--- config.mk ---
export PLATFORM = sky130hd
export DESIGN_NAME = ptw_sched_module
export DESIGN_NICKNAME = d
export VERILOG_FILES = /design/src/rtl/ptw_sched_module.sv
export SDC_FILE = /design/constraint.sdc
export NUM_CORES = 1
export LEC_CHECK = 0
export CELL_PAD_IN_SITES_DETAIL_PLACEMENT = 1
export CELL_PAD_IN_SITES_GLOBAL_PLACEMENT = 2
export CORE_ASPECT_RATIO = 1.5
export CORE_UTILIZATION = 26
export CTS_CLUSTER_DIAMETER = 40
export DETAILED_ROUTE_END_ITERATION = 6
export GPL_TIMING_DRIVEN = 0
export PLACE_DENSITY_LB_ADDON = 0.1
export SLEW_MARGIN = 10
export SYNTH_ARGS = -nofsm -noshare
export SYNTH_HDL_FRONTEND = slang
export SYNTH_SLANG_ARGS = --single-unit
--- constraint.sdc ---
create_clock -name clk -period 4 [get_ports clk]
set_input_delay 0.6 -clock clk [delete_from_list [all_inputs] [get_ports clk]]
set_output_delay 0.6 -clock clk [all_outputs]
set_load 0.01 [all_outputs]
--- src/rtl/ptw_sched_module.sv ---
// Sv32 page-table-walk scheduler: round-robin ITLB/DTLB arbitration, two-level
// walk over a shared single-outstanding read port, PTE checks and flush handling.
module ptw_sched_module #(
  parameter int VADDR_WIDTH = 32,
  parameter int PADDR_WIDTH = 34,
  parameter int PTE_WIDTH   = 32
) (
  input  logic                   clk,
  input  logic                   rst,
  input  logic                   i_itlb_req_vld,
  input  logic [VADDR_WIDTH-1:0] i_itlb_req_vaddr,
  output logic                   o_itlb_req_rdy,
  input  logic                   i_dtlb_req_vld,
  input  logic [VADDR_WIDTH-1:0] i_dtlb_req_vaddr,
  output logic                   o_dtlb_req_rdy,
  input  logic [31:0]            i_satp,
  input  logic                   i_flush,
  output logic                   o_mem_rden,
  output logic [PADDR_WIDTH-1:0] o_mem_paddr,
  input  logic                   i_mem_rdy,
  input  logic                   i_mem_rvld,
  input  logic [PTE_WIDTH-1:0]   i_mem_rdat,
  output logic                   o_itlb_rsp_vld,
  output logic                   o_dtlb_rsp_vld,
  output logic [PTE_WIDTH-1:0]   o_rsp_pte,
  output logic [PADDR_WIDTH-1:0] o_rsp_paddr,
  output logic                   o_rsp_superpage,
  output logic                   o_rsp_pf,
  output logic                   o_busy
);

  // IDLE arbitrate | L1_REQ/L0_REQ issue PTE read | L1_WAIT/L0_WAIT await PTE
  // RESP report to source | DRAIN absorb the read orphaned by a flush
  typedef enum logic [6:0] {
    S_IDLE    = 7'b0000001,
    S_L1_REQ  = 7'b0000010,
    S_L1_WAIT = 7'b0000100,
    S_L0_REQ  = 7'b0001000,
    S_L0_WAIT = 7'b0010000,
    S_RESP    = 7'b0100000,
    S_DRAIN   = 7'b1000000
  } state_t;

  state_t                 state_q;
  logic [1:0]             arb_q;
  logic [VADDR_WIDTH-1:0] vaddr_q;
  logic                   src_dtlb_q;
  logic [21:0]            ppn_q;
  logic [PTE_WIDTH-1:0]   rsp_pte_q;
  logic [PADDR_WIDTH-1:0] rsp_paddr_q;
  logic                   rsp_sp_q;
  logic                   rsp_pf_q;

  logic                   idle;
  logic                   grant_i;
  logic                   grant_d;
  logic                   pte_fault;
  logic                   pte_leaf;
  logic                   pte_misalign;
  logic [PADDR_WIDTH-1:0] l1_addr;
  logic [PADDR_WIDTH-1:0] l0_addr;
  logic [PADDR_WIDTH-1:0] sp_paddr;
  logic [PADDR_WIDTH-1:0] pg_paddr;
  logic                   unused_satp;

  assign unused_satp = ^i_satp[31:22];

  assign idle    = (state_q == S_IDLE);
  assign grant_i = idle & ~i_flush & i_itlb_req_vld & (~i_dtlb_req_vld | arb_q[0]);
  assign grant_d = idle & ~i_flush & i_dtlb_req_vld & (~i_itlb_req_vld | arb_q[1]);

  assign pte_fault    = ~i_mem_rdat[0] | (~i_mem_rdat[1] & i_mem_rdat[2]);
  assign pte_leaf     = i_mem_rdat[1] | i_mem_rdat[3];
  assign pte_misalign = |i_mem_rdat[19:10];

  assign l1_addr  = PADDR_WIDTH'({i_satp[21:0], 12'h000}) + PADDR_WIDTH'({vaddr_q[31:22], 2'b00});
  assign l0_addr  = PADDR_WIDTH'({ppn_q, 12'h000}) + PADDR_WIDTH'({vaddr_q[21:12], 2'b00});
  assign sp_paddr = PADDR_WIDTH'({i_mem_rdat[31:20], vaddr_q[21:0]});
  assign pg_paddr = PADDR_WIDTH'({i_mem_rdat[31:10], vaddr_q[11:0]});

  assign o_itlb_req_rdy  = grant_i;
  assign o_dtlb_req_rdy  = grant_d;
  assign o_mem_rden      = (state_q == S_L1_REQ) | (state_q == S_L0_REQ);
  assign o_busy          = ~idle;
  // a flush landing in RESP kills the pulse; the state leaves RESP regardless
  assign o_itlb_rsp_vld  = (state_q == S_RESP) & ~src_dtlb_q & ~i_flush;
  assign o_dtlb_rsp_vld  = (state_q == S_RESP) & src_dtlb_q & ~i_flush;
  assign o_rsp_pte       = rsp_pte_q;
  assign o_rsp_paddr     = rsp_paddr_q;
  assign o_rsp_superpage = rsp_sp_q;
  assign o_rsp_pf        = rsp_pf_q;

  always_comb begin
    o_mem_paddr = '0;
    if (state_q == S_L1_REQ) begin
      o_mem_paddr = l1_addr;
    end else if (state_q == S_L0_REQ) begin
      o_mem_paddr = l0_addr;
    end
  end

  always_ff @(posedge clk) begin
    if (rst) begin
      state_q     <= S_IDLE;
      arb_q       <= 2'b01;
      vaddr_q     <= '0;
      src_dtlb_q  <= 1'b0;
      ppn_q       <= '0;
      rsp_pte_q   <= '0;
      rsp_paddr_q <= '0;
      rsp_sp_q    <= 1'b0;
      rsp_pf_q    <= 1'b0;
    end else begin
      unique case (state_q)
        S_IDLE: begin
          if (grant_i | grant_d) begin
            state_q    <= S_L1_REQ;
            arb_q      <= grant_i ? 2'b10 : 2'b01;
            vaddr_q    <= grant_i ? i_itlb_req_vaddr : i_dtlb_req_vaddr;
            src_dtlb_q <= grant_d;
          end
        end
        S_L1_REQ, S_L0_REQ: begin
          if (i_flush) begin
            state_q <= i_mem_rdy ? S_DRAIN : S_IDLE;
          end else if (i_mem_rdy) begin
            state_q <= (state_q == S_L1_REQ) ? S_L1_WAIT : S_L0_WAIT;
          end
        end
        S_L1_WAIT: begin
          if (i_flush) begin
            state_q <= i_mem_rvld ? S_IDLE : S_DRAIN;
          end else if (i_mem_rvld) begin
            if (pte_fault || (pte_leaf && pte_misalign)) begin
              state_q     <= S_RESP;
              rsp_pte_q   <= '0;
              rsp_paddr_q <= '0;
              rsp_sp_q    <= 1'b0;
              rsp_pf_q    <= 1'b1;
            end else if (pte_leaf) begin
              state_q     <= S_RESP;
              rsp_pte_q   <= i_mem_rdat;
              rsp_paddr_q <= sp_paddr;
              rsp_sp_q    <= 1'b1;
              rsp_pf_q    <= 1'b0;
            end else begin
              state_q <= S_L0_REQ;
              ppn_q   <= i_mem_rdat[31:10];
            end
          end
        end
        S_L0_WAIT: begin
          if (i_flush) begin
            state_q <= i_mem_rvld ? S_IDLE : S_DRAIN;
          end else if (i_mem_rvld) begin
            state_q  <= S_RESP;
            rsp_sp_q <= 1'b0;
            if (pte_fault || !pte_leaf) begin
              rsp_pte_q   <= '0;
              rsp_paddr_q <= '0;
              rsp_pf_q    <= 1'b1;
            end else begin
              rsp_pte_q   <= i_mem_rdat;
              rsp_paddr_q <= pg_paddr;
              rsp_pf_q    <= 1'b0;
            end
          end
        end
        S_RESP: begin
          state_q <= S_IDLE;
        end
        S_DRAIN: begin
          if (i_mem_rvld) begin
            state_q <= S_IDLE;
          end
        end
        default: begin
          state_q <= S_IDLE;
        end
      endcase
    end
  end

endmodule

; ---- Yosys cells after proc, flatten, opt, wreduce, memory -nomap -nowiden
; Index checks and enable logic that the tools add are counted.
[word_totals]
elab_cells = 113
mem_bits_ro = 0
output_inout_bits = 108
mem_count = 0
latch_bits = 0
regBits = 132
ram_bits = 0
[op_classes]
multipliers = 0
n_div = 0
n_addsub = 2
n_lt_le_gt_ge = 0
shift = 0
eq_ne = 17
n_reduce_logical = 11
muxes = 49
n_bitwise = 25
[op_table]
columns = cell, count
row1 = $mux W34, 9
row2 = $mux W32, 8
row3 = $mux W7, 10
row4 = $add A34 B12 Y34, 2
row5 = $pmux W34 S2, 1
row6 = $pmux W32 S2, 1
row7 = $pmux W7 S5, 1
row8 = $mux W1, 13
row9 = $mux W6, 2
row10 = $ne A3 B3 Y1 const B, 4
row11 = $and A1 B1 Y1, 10
row12 = $ne A2 B2 Y1 const B, 5
row13 = $reduce_and A5 Y1, 2
row14 = $reduce_or A10 Y1, 1
row15 = $not A1 Y1, 9
row16 = $eq A7 B1 Y1 const B, 1
row17 = $eq A7 B2 Y1 const B, 1
row18 = $eq A7 B3 Y1 const B, 1
row19 = $eq A7 B4 Y1 const B, 1
row20 = $eq A7 B5 Y1 const B, 1
row21 = $eq A7 B6 Y1 const B, 1
row22 = $eq A7 B7 Y1 const B, 1
row23 = $or A1 B1 Y1, 6
row24 = $reduce_and A6 Y1, 1
row25 = other kinds (10), 12

; ---- Logic depth before layout (Yosys ltp)
[logic_depth]
word_depth = 8
mapped_depth = 7
mapped_depth_nobuf = 4

; ---- Worst setup path before layout
; OpenSTA, ideal clock, no wires.
[synth_path]
kind = flip-flop to output port
startpoint = register state_q[2]
endpoint = output o_mem_paddr[10]
t_arrival_ps = 1655
stages_incl_launch_ff = 6
required_ps = 3400
slack_ps = 1745
n_path_buf = 2
path_cell_list = dfxtp_1 or3_1 buf_2 nor4_2 clkbuf_1 a22o_1
[synth_via]
elab_chain_len = 3
elab_cells_between_ends = 4
classes_between = 2 x eq/ne / 2 x mux
[synth_lines]
columns = element, line
row1 = "start, declared", 44  ; state_t state_q;
row2 = "start signal, assigned", 125  ; state_q <= i_mem_rdy ? S_DRAIN : S_IDLE;
row3 = "start signal, assigned", 127  ; state_q <= (state_q == S_L1_REQ) ? S_L1_WAIT : S_L0_WAIT;
row4 = "start signal, assigned", 132  ; state_q <= i_mem_rvld ? S_IDLE : S_DRAIN;
row5 = $eq A7 B4 Y1, 97  ; end else if (state_q == S_L0_REQ) begin
row6 = $mux W34, 97
row7 = $mux W34 (*), 95  ; if (state_q == S_L1_REQ) begin
row8 = "end, declared", 19  ; output logic [PADDR_WIDTH-1:0] o_mem_paddr,
; Mark *: on every way between the ends. The rest lies on a longest branch, timed or not.

; ---- Worst setup path after layout
[layout_path]
startpoint = register state_q[2]
endpoint = output o_mem_paddr[5]
; The elaborated chain is that of the path after synthesis.

==> impl_metrics.yaml <==
placement:
  io_buffer_count: 230
  post-dp-hpwl_um: 16800
  placedCellCount: 1069
  gp_congestion: 0.814
  placed_area_um2: 8120
timing:
  drv_slew: 0
  tns_ps: 0
  rsz0062_at_grt: "no"
  clock.fmax_mhz: 273
  setup_violations: 0
  hold_violations: 0
  worst_slew_pin_slew_ps: 799
  fin_crit_sh_pct: 91.5
  clock_skew_ps: 9.70
  finalCriticalPeriod_ps: 3660
  maxSlewHeadroom_pct: 46.2
yosys:
  synth_flop_cell: "dfxtp_1"
  synth_compound_area_share_pct: 34.8
  synth_simple_gate_area_share_pct: 12.6
  syn_area_um2: 5480
  syn_inst: 574
  synthMuxAreaShare_pct: 0.365
  synth_top_family_by_area: "compound AO/OA/AOI/OAI gates"
  avgSynthCellArea_um2: 9.55
  async_flop_share_pct: 0
  synthAdderAreaFrac_pct: 0
  yosysWarnings: 0
  yosysSeqAreaShare_pct: 43.8
  synth-edff-count: 0
  synth-xor-area-share_pct: 0.320
  synth_cell_type_count: 62
  ys_ff_latch: 120
finish:
  num_antenna_cells: 0
  nFillCells: 2340
  final_area_um2: 8780
  fin_cells: 1101
  layout.area.seq_um2: 2400
  layout-drive-gt1-share_pct: 13.9
  multiInputGateArea_um2: 2660
  final_net_count: 959
  syn_to_final_growth_pct: 60.3
pwr:
  p_leak_nw: 3.08
  clkPwrFrac_pct: 50.8
  seq_power_share_pct: 37.3
  p_per_area_nw_per_um2: 382
  intPower_mw: 2.54
  pwr-share-comb_pct: 12.0
  p_sw_mw: 0.816
  p_sw_share_pct: 24.3
  ir_drop_mv: 0.201
detailed_routing:
  wl_um: 21700
  wl_per_cell_um: 19.7
  dr.pass1.iters: 4
  drc: 0
  drt_iter0_drc: 234
  viasPerCell: 5.14
  num_vias: 5662
  ant_nets: 0
die:
  die_area_um2: 21700
  die_w_um: 121
  io_pins: 243
  rows: 64
  start_util_pct: 26.7
  coreArea_um2: 20500
  die_h_um: 180
setup_path:
  critPathLaunchType: "flop"
  reg2reg_depth: 5
  worstSetupStartpoint: "state_q[2]$_SDFFE_PP0P_"
  crit_path_end: "o_mem_paddr[5]"
  crit_fanout: 10
  r2r-end: "o_rsp_pte[30]$_SDFFE_PP0P_"
  path_class: "flop to primary output"
  rrSetupSlack_ps: 1540
  cp.required_ps: 3400
  crit_path_end_kind: "primary output"
  worstPathArrival_ps: 3060
  r2r_start: "state_q[4]$_SDFFE_PP0P_"
clock_tree:
  cts_buffers: 17
  h-tree-depth: 4
  clk_latency_ps: 420
  cts.reportedPaths.clkPinSlew_ps: 60
  cts_hold_buf: 0
  cts_root_buf: "clkbuf_16"
  cts_tree: "built"
  cts_buffer_depth: 2
  cts.sinks: 120
grt:
  grt_overflow: 0
  grt_pass1_vias: 6079
  antenna_found_initial: 0
  grt_pass1_wl_um: 33800
  globalRouteTotalUtil_pct: 20.4
  grt_max_degree: 17
min_path:
  hold_start: "o_rsp_paddr[1]$_SDFFE_PP0P_"
  hold_class: "flop to flop"
flow_run:
  max_cap_violations: 0
outcome:
  status: "completed"
## placed cells by master, fill, tap and decap left out, types with 3 or more instances in the layout
master / count
clkdlybuf4s50_1: 230
dfxtp_1: 120
a21oi_1: 53
a22o_1: 43
a32o_1: 41
nand2_1: 40
o21ai_0: 27
buf_2: 26
clkbuf_1: 25
nand3_1: 24
a22oi_1: 19
clkbuf_16: 17
buf_4: 16
inv_1: 13
a22oi_2: 13
nor2_1: 10
a21oi_2: 10
o211ai_1: 8
o32ai_1: 8
nand2b_1: 5
and3_1: 5
bufinv_16: 5
nor3_1: 4
nor4_1: 4
buf_6: 4
nor2b_1: 4
clkinv_4: 4
nand4_1: 3
nor4b_1: 3
## power by group through the flow
stage,sequential [mW],combinational [mW],clock (mW)
after floorplan,1.27,0.185,0
after global placement,1.28,0.393,0
after CTS,1.25,0.405,1.74
final,1.25,0.401,1.70
after global routing,1.25,0.435,1.80
after detailed placement,1.28,0.403,0
## per-stage QoR
| stage | hold WS (ps) | util [%] | total power, mW | worst slack [ps] |
|---|---|---|---|---|
| finish | 468 | 42.9 | 3.35 | 341 |
| global route | 492 | 42.9 | 3.49 | 194 |
| CTS | 473 | 42.8 | 3.39 | 29.4 |
| detailed placement | 458 | 39.6 | 1.68 | 498 |
| global placement | 448 | 39.6 | 1.67 | 532 |
| floorplan | 454 | - | 1.45 | 1740 |
## routing by layer
layer	vias up	part of all wire (%)	global-route usage [%]
met4	0	2.0	6.91
met1	2736	41	22.9
met3	24	5.6	5.14
met5	-	0	0
met2	202	52	36.7
li1	2700	-	-
## registers in the layout, indices dropped and copies added, names as in the netlist, 2 cells and up
| register | cells |
|---|---|
| vaddr_q | 32 |
| state_q | 7 |
| arb_q | 2 |
| ppn_q | 22 |
| o_rsp_pte | 32 |
| o_rsp_paddr | 22 |
## critical path, cell delays in order (launching register included)
cell             delay, ps
dfxtp_1                400
or3_1                  360
buf_2                  190
nor4_4                 440
clkbuf_1               460
a22o_1                 250
clkdlybuf4s50_1        550
## cell usage after synthesis, drive strengths merged (6+ instances only)
cell type | count | area (um^2)
o21ai | 27 | 135
nand3 | 25 | 130
o32ai | 8 | 70.1
buf | 46 | 295
nand2 | 40 | 150
nor2 | 10 | 37.5
a22oi | 32 | 305
a32o | 41 | 410
clkbuf | 24 | 90.1
a22o | 43 | 377
a21oi | 63 | 353
o211ai | 8 | 60.1
dfxtp | 120 | 2400
inv | 13 | 48.8
nor4 | 6 | 58.8
## area by class of cell
class,instances,area share (%)
plain buffers,70,4.39
multi-input cells,371,30.3
clock buffers,18,4.89
repair buffers,230,26.2
flip-flops and latches,120,27.3
clock inverters,14,2.54
inverters,14,0.598
well taps,264,3.76
## cells by family (layout without fill, tap and decap cells)
kind of cell | count (synthesis) | count (layout)
multiplexers | 2 | 2
flip-flops | 120 | 120
AND/OR/NAND/NOR | 123 | 123
buffers and inverters | 84 | 346
XOR/XNOR | 2 | 2
AO/OA/AOI/OAI | 242 | 242
other | 1 | 2
## timing repair
action                                  CTS  global route
buffers inserted                          0             0
gates resized for setup                   0             2
endpoints found under the setup margin    0            13
## how the worst min path moves through the flow
stage	to	slack (ps)	cells past startpoint
4_1_cts	o_rsp_pte[8]$_SDFFE_PP0P_	470	1
3_5_place_dp	o_rsp_paddr[8]$_SDFFE_PP0P_	460	1
2_1_floorplan	ppn_q[0]$_SDFFE_PP0P_	450	2
3_3_place_gp	o_rsp_paddr[7]$_SDFFE_PP0P_	450	1
5_1_grt	o_rsp_paddr[1]$_SDFFE_PP0P_	490	1
6_report	o_rsp_paddr[1]$_SDFFE_PP0P_	470	1
No activity file was read; power rests on OpenSTA's default activity.
==> edit 1: new RTL, same flow settings <==
The parameter `PADDR_WIDTH` goes from 34 to 26.
--- a/src/rtl/ptw_sched_module.sv
+++ b/src/rtl/ptw_sched_module.sv
@@ -2,7 +2,7 @@
 // walk over a shared single-outstanding read port, PTE checks and flush handling.
 module ptw_sched_module #(
   parameter int VADDR_WIDTH = 32,
-  parameter int PADDR_WIDTH = 34,
+  parameter int PADDR_WIDTH = 26,
   parameter int PTE_WIDTH   = 32
 ) (
   input  logic                   clk,
Interface: changed (resized o_mem_paddr and o_rsp_paddr); port bits go from 243 to 227. The function was not compared with the original's and may differ.
==> edit 1 against the original RTL <==
Total power shrank 28%; wire length down 15%; setup slack got worse by 0.23 ns; register-to-register slack better by 0.05 ns; area after synthesis decreased by 12%; synthesized cell count fell by 17%; sequential cell count down 8; final area down 15%.
==> edit 1: results (changes against the original RTL) <==
- Status: finished, final reports clean
- Vias in the first global route: 4991 (-18%)
- Layout cells sized above 1: 12.7% (-1.1 points)
- GP Congestion: 0.850 (+4.4%)
- Starting DRT DRC Count: 199 (-15%)
- Post-synthesis sequential area ratio: 46.4% (+2.5 points)
- IO Port Bufs: 205 (-11%)
- Hold Crit Class: reg2reg
- Clock slew at reported path FFs: 0.07 ns
- Vias: 4584 (-19%)
- Drt pass-1 iters: 6 (+2)
- H-tree depth: 3 (-1)
- Met2 Use GR: 35.4% (-1.3 points)
- Post-route cell area: 7480 um^2 (-15%)
- ANT cells: 0 (unchanged)
- Post-DR vias/cell: 4.84 (-5.9%)
- Clk buf depth: 2 (unchanged)
- Postcts setup bufs: 0 (unchanged)
- M1 GR Usage: 21.7% (-1.2 points)
- Root Buffer: clkbuf_16
- PostCTS Resize Cnt: 0 (unchanged)
- Synth area leaders: dfxtp_1, a22o_1, a22oi_2
- Cts bufs inserted: 9 (-8)
- HPWL after DPL: 14200 um (-15%)
- Initial antenna violation count: 0 (unchanged)
- Syn_area_per_cell: 10.1 um^2 (+6.2%)
- Reg-to-reg setup timing slack: 1.59 ns (+0.05 ns)
- Unique masters post-synth: 54 (-13%)
- Hold path cells: 1 (unchanged)
- Worst Path Arrival: 3.29 ns (+0.23 ns)
- Largest net degree at the start of global routing: 19 (+2)
- WHS Endpoint: o_rsp_pte[0]
- WL final: 18400 um (-15%)
- Synth warn: 0 (unchanged)
- Clk Latency, worst-skew pair: 0.36 ns (-0.06 ns)
- Hold Slack: 0.466 ns (-0.00253 ns)
- Depth of the most critical reg-to-reg path: 7 (+2)
- Worst Skew: 0.0113 ns (+0.00156 ns)
- RR Startpoint: state_q[2]
- Normalized max-slew margin: 45.6% (-0.61 points)
- Most frequent cells after synthesis: dfxtp_1, a22o_1, a21oi_1, nand2_1
- Placed inst area: 7200 um^2 (-11%)
- First-pass GRT wire length: 28100 um (-17%)
- CP Max Fanout: 10 (unchanged)
- Final net count: 829 (-14%)
- Worst vdd ir: 0.000161 V (-20%)
- GR Util All Layers: 19.3% (-1.0 points)
- Min-delay src: o_rsp_pte[0]
- Pre-CTS setup slack: 0.520 ns (+0.0217 ns)
- Async SR Flop Fraction: 0% (unchanged)
- Met3 Usage GRT: 4.51% (-0.63 points)
- Cell leakage power: 2.90 nW (-5.8%)
- Dpl cells: 931 (-13%)
- Reg2reg end: o_rsp_pte[17]
-- edit 1: changes by cell type in the layout (fill, tap and decap cells not counted), sizes merged, moves of 8 or more --
cell,unedited run,this run
a32o,41,0
a22o,43,78
clkdlybuf4s50,230,205
a21oi,63,40
o21ai,27,6
nand3,25,5
nor2,10,30
buf,46,29
clkbuf,42,28
mux2i,2,15
a21o,1,12
dfxtp,120,112
inv,15,7
o32ai,8,0
-- edit 1: worst max-delay path by stage --
stage	end	startpoint	slack, ns
2_1_floorplan	o_mem_paddr[10]	state_q[5]	1.70
3_3_place_gp	o_mem_paddr[18]	state_q[5]	0.57
3_5_place_dp	o_mem_paddr[23]	state_q[5]	0.52
4_1_cts	o_mem_paddr[23]	state_q[5]	0.11
5_1_grt	o_mem_paddr[23]	state_q[5]	0.003
6_report	o_mem_paddr[23]	state_q[5]	0.11
-- edit 1: area by class of cell --
cell class	instances	area, um^2
buffer	46	295
clock buffer	11	233
clock inverter	5	42.5
fill	2085	10600
inverter	7	27.5
multi-input combinational	313	2270
sequential	112	2240
tap	248	310
timing repair buffer	205	2050
-- edit 1: routing by layer --
metal,part of all wire (%),routed length (um),up-vias
met4,2.1,380,0
met1,41,7560,2220
met2,52,9480,143
met5,0,0,-
li1,-,-,2200
met3,5.1,946,21
-- edit 1: where the power goes --
part | total (mW) | internal, mW | switching (mW)
clock network | 0.874 | 0.431 | 0.443
logic | 0.359 | 0.201 | 0.158
registers | 1.17 | 1.14 | 0.0229
total | 2.40 | 1.78 | 0.624
-- edit 1: worst max-delay path: stages (launching register included) --
cell	delay, ns
dfxtp_1	0.39
or3_1	0.39
clkbuf_1	0.20
nor2_1	0.67
clkbuf_1	0.49
a22o_1	0.25
clkdlybuf4s50_1	0.55
-- edit 1: cells by family (layout without fill, tap and decap cells) --
logic type                after synthesis  count (layout)  synth area share [%]
AOI/OAI and AO/OA                     180             180                  30.9
and+or+nand+nor                       114             114                  12.5
DFF                                   112             112                  46.4
buffers and inverters                  53             274                  6.68
muxes                                  15              15                  3.11
xor gates and xnor gates                2               2                 0.362
other                                   1               2                0.0776
==> edit 2: new RTL, same flow settings <==
Made on the original files. Reset style: asynchronous (`rst`), changed in one clocked block.
--- a/src/rtl/ptw_sched_module.sv
+++ b/src/rtl/ptw_sched_module.sv
@@ -99,7 +99,7 @@
     end
   end
 
-  always_ff @(posedge clk) begin
+  always_ff @(posedge clk or posedge rst) begin
     if (rst) begin
       state_q     <= S_IDLE;
       arb_q       <= 2'b01;
Check against the original RTL: differs if rst is asserted again (counterexample within 4 cycles, from zero or initial values and one cycle with rst high); with rst held inactive, the same outputs for 4 cycles.
==> edit 2 against the original RTL <==
Final cell count shrank 1.8%; wire length shrank 1.6%; sequential cell count is the same; final area grew 2.0%; setup slack lost 0.10 ns; area after synthesis grew 2.9%; highest routed layer unchanged; count of clock-buffer cells in the layout grew 4; register-to-register slack lost 0.13 ns; critical path type unchanged; utilization shrank 0.50 points.
Power is not compared: it rests on default switching activity, and its combinational part moved more than twofold at a synthesized area within 25%.
==> edit 2: results (changes against the original RTL) <==
- Status: finished, final reports clean
- Largest net degree at the start of global routing: 78 (+61)
- CP Max Fanout: 10 (unchanged)
- Reg2reg end: o_rsp_pte[14]
- Worst Skew: 0.0117 ns (+0.00198 ns)
- Final net count: 935 (-2.5%)
- ANT cells: 0 (unchanged)
- IO Port Bufs: 230 (unchanged)
- Layout cells sized above 1: 12.8% (-1.1 points)
- GR Util All Layers: 20.0% (-0.40 points)
- Most frequent cells after synthesis: dfrtp_1, nand2_1, a22o_1, nand3_1, a21o_1
- Normalized max-slew margin: 52.1% (+5.9 points)
- First-pass GRT wire length: 33200 um (-1.7%)
- Initial antenna violation count: 0 (unchanged)
- Max incr delay on CP: 0.57 ns (+0.02 ns)
- Synth area leaders: dfrtp_1, a22o_1, nand2_1
- Worst vdd ir: 0.000213 V
- Post-synthesis sequential area ratio: 53.3% (+9.5 points)
- H-tree depth: 4 (unchanged)
- Final worst slack: 0.237 ns (-0.104 ns)
- Internal Pwr Total: 3.20 mW
- Routed length per instance: 19.7 um (+0.26%)
- Unique masters post-synth: 47 (-24%)
- Final TNS setup: 0 ns (unchanged)
- GP Congestion: 0.764 (-6.2%)
- Postcts setup bufs: 0 (unchanged)
- Vias in the first global route: 5744 (-5.5%)
- Reg-to-reg setup timing slack: 1.41 ns (-0.13 ns)
- Number of max-cap violations: 0 (unchanged)
- Min-delay src: o_rsp_pte[5]
- Setup crit end: o_mem_paddr[8]
- HPWL after DPL: 16100 um (-4.1%)
- Worst Path Arrival: 3.16 ns (+0.10 ns)
- Clock slew at reported path FFs: 0.06 ns (about the same)
- CP Launch Point: state_q[5]
- Starting DRT DRC Count: 148 (-37%)
- RR Startpoint: state_q[1]
- Depth of the most critical reg-to-reg path: 8 (+3)
- Placed inst area: 8310 um^2 (+2.4%)
- Post-DR vias/cell: 4.87 (-5.3%)
- Async SR Flop Fraction: 100% (+100 points)
- Pre-CTS setup slack: 0.440 ns (-0.0584 ns)
edit 2: per-layer routing:
metal / up-vias / routed length (um) / GRT usage (%)
met5: - / 0 / 0
met4: 0 / 328 / 5.95
met3: 16 / 1160 / 4.50
met2: 181 / 11400 / 36.2
met1: 2617 / 8420 / 22.9
li1: 2448 / - / -
edit 2: kinds of logic (layout without fill, tap and decap cells):
kind of cell              Yosys count  after routing  share of synthesized area (%)
AOI/OAI and AO/OA                 132            132                           18.6
xor gates and xnor gates            3              3                          0.466
buffers and inverters              64            327                           6.13
DFF                               120            120                           53.3
muxes                              23             23                           4.57
other                               1              2                         0.0665
and+or+nand+nor                   206            206                           16.8
edit 2: worst min path at each step:
stage               depth (start not counted)             end  slack [ns]
detailed placement                          2    o_rsp_pte[8]        0.46
global route                                2    o_rsp_pte[8]        0.49
finish                                      2    o_rsp_pte[5]        0.47
floorplan                                   2        arb_q[1]        0.46
CTS                                         2  o_rsp_paddr[1]        0.48
global placement                            2   o_rsp_pte[14]        0.45
edit 2: what timing repair did:
item                                    4_1_cts  5_1_grt
gates resized for setup                       1        8
cloned                                        0        0
endpoints found under the setup margin        4       29
edit 2: per-stage QoR:
step                total power, mW  std cells
global placement               2.77       1048
CTS                            4.51       1081
finish                         4.46       1081
global route                   4.68       1081
floorplan                      2.25        550
detailed placement             2.81       1049
edit 2: power by group through the flow:
stage | Clock, mW | Combinational (mW) | Sequential, mW
CTS | 1.71 | 1.18 | 1.62
global placement | 0 | 1.14 | 1.63
finish | 1.67 | 1.16 | 1.62
detailed placement | 0 | 1.17 | 1.64
global route | 1.76 | 1.27 | 1.65
floorplan | 0 | 0.640 | 1.61
edit 2: worst reg2reg max path, cell delays in order (launching register included):
cell and delay [ns]:
dfrtp_1 0.38, buf_2 0.18, nor4_1 0.62, and3_1 0.29
nand2_1 0.11, clkbuf_1 0.28, clkbuf_1 0.38, nand2_1 0.17
nand2_1 0.06
edit 2: layout make-up:
class | count | area, um^2
Tap cell | 268 | 335
Sequential cell | 120 | 3010
Fill cell | 2369 | 12200
Timing Repair Buffer | 231 | 2330
Multi-Input combinational cell | 366 | 2290
Inverter | 6 | 27.5
Clock inverter | 10 | 166
Clock buffer | 22 | 474
Buffer | 58 | 329
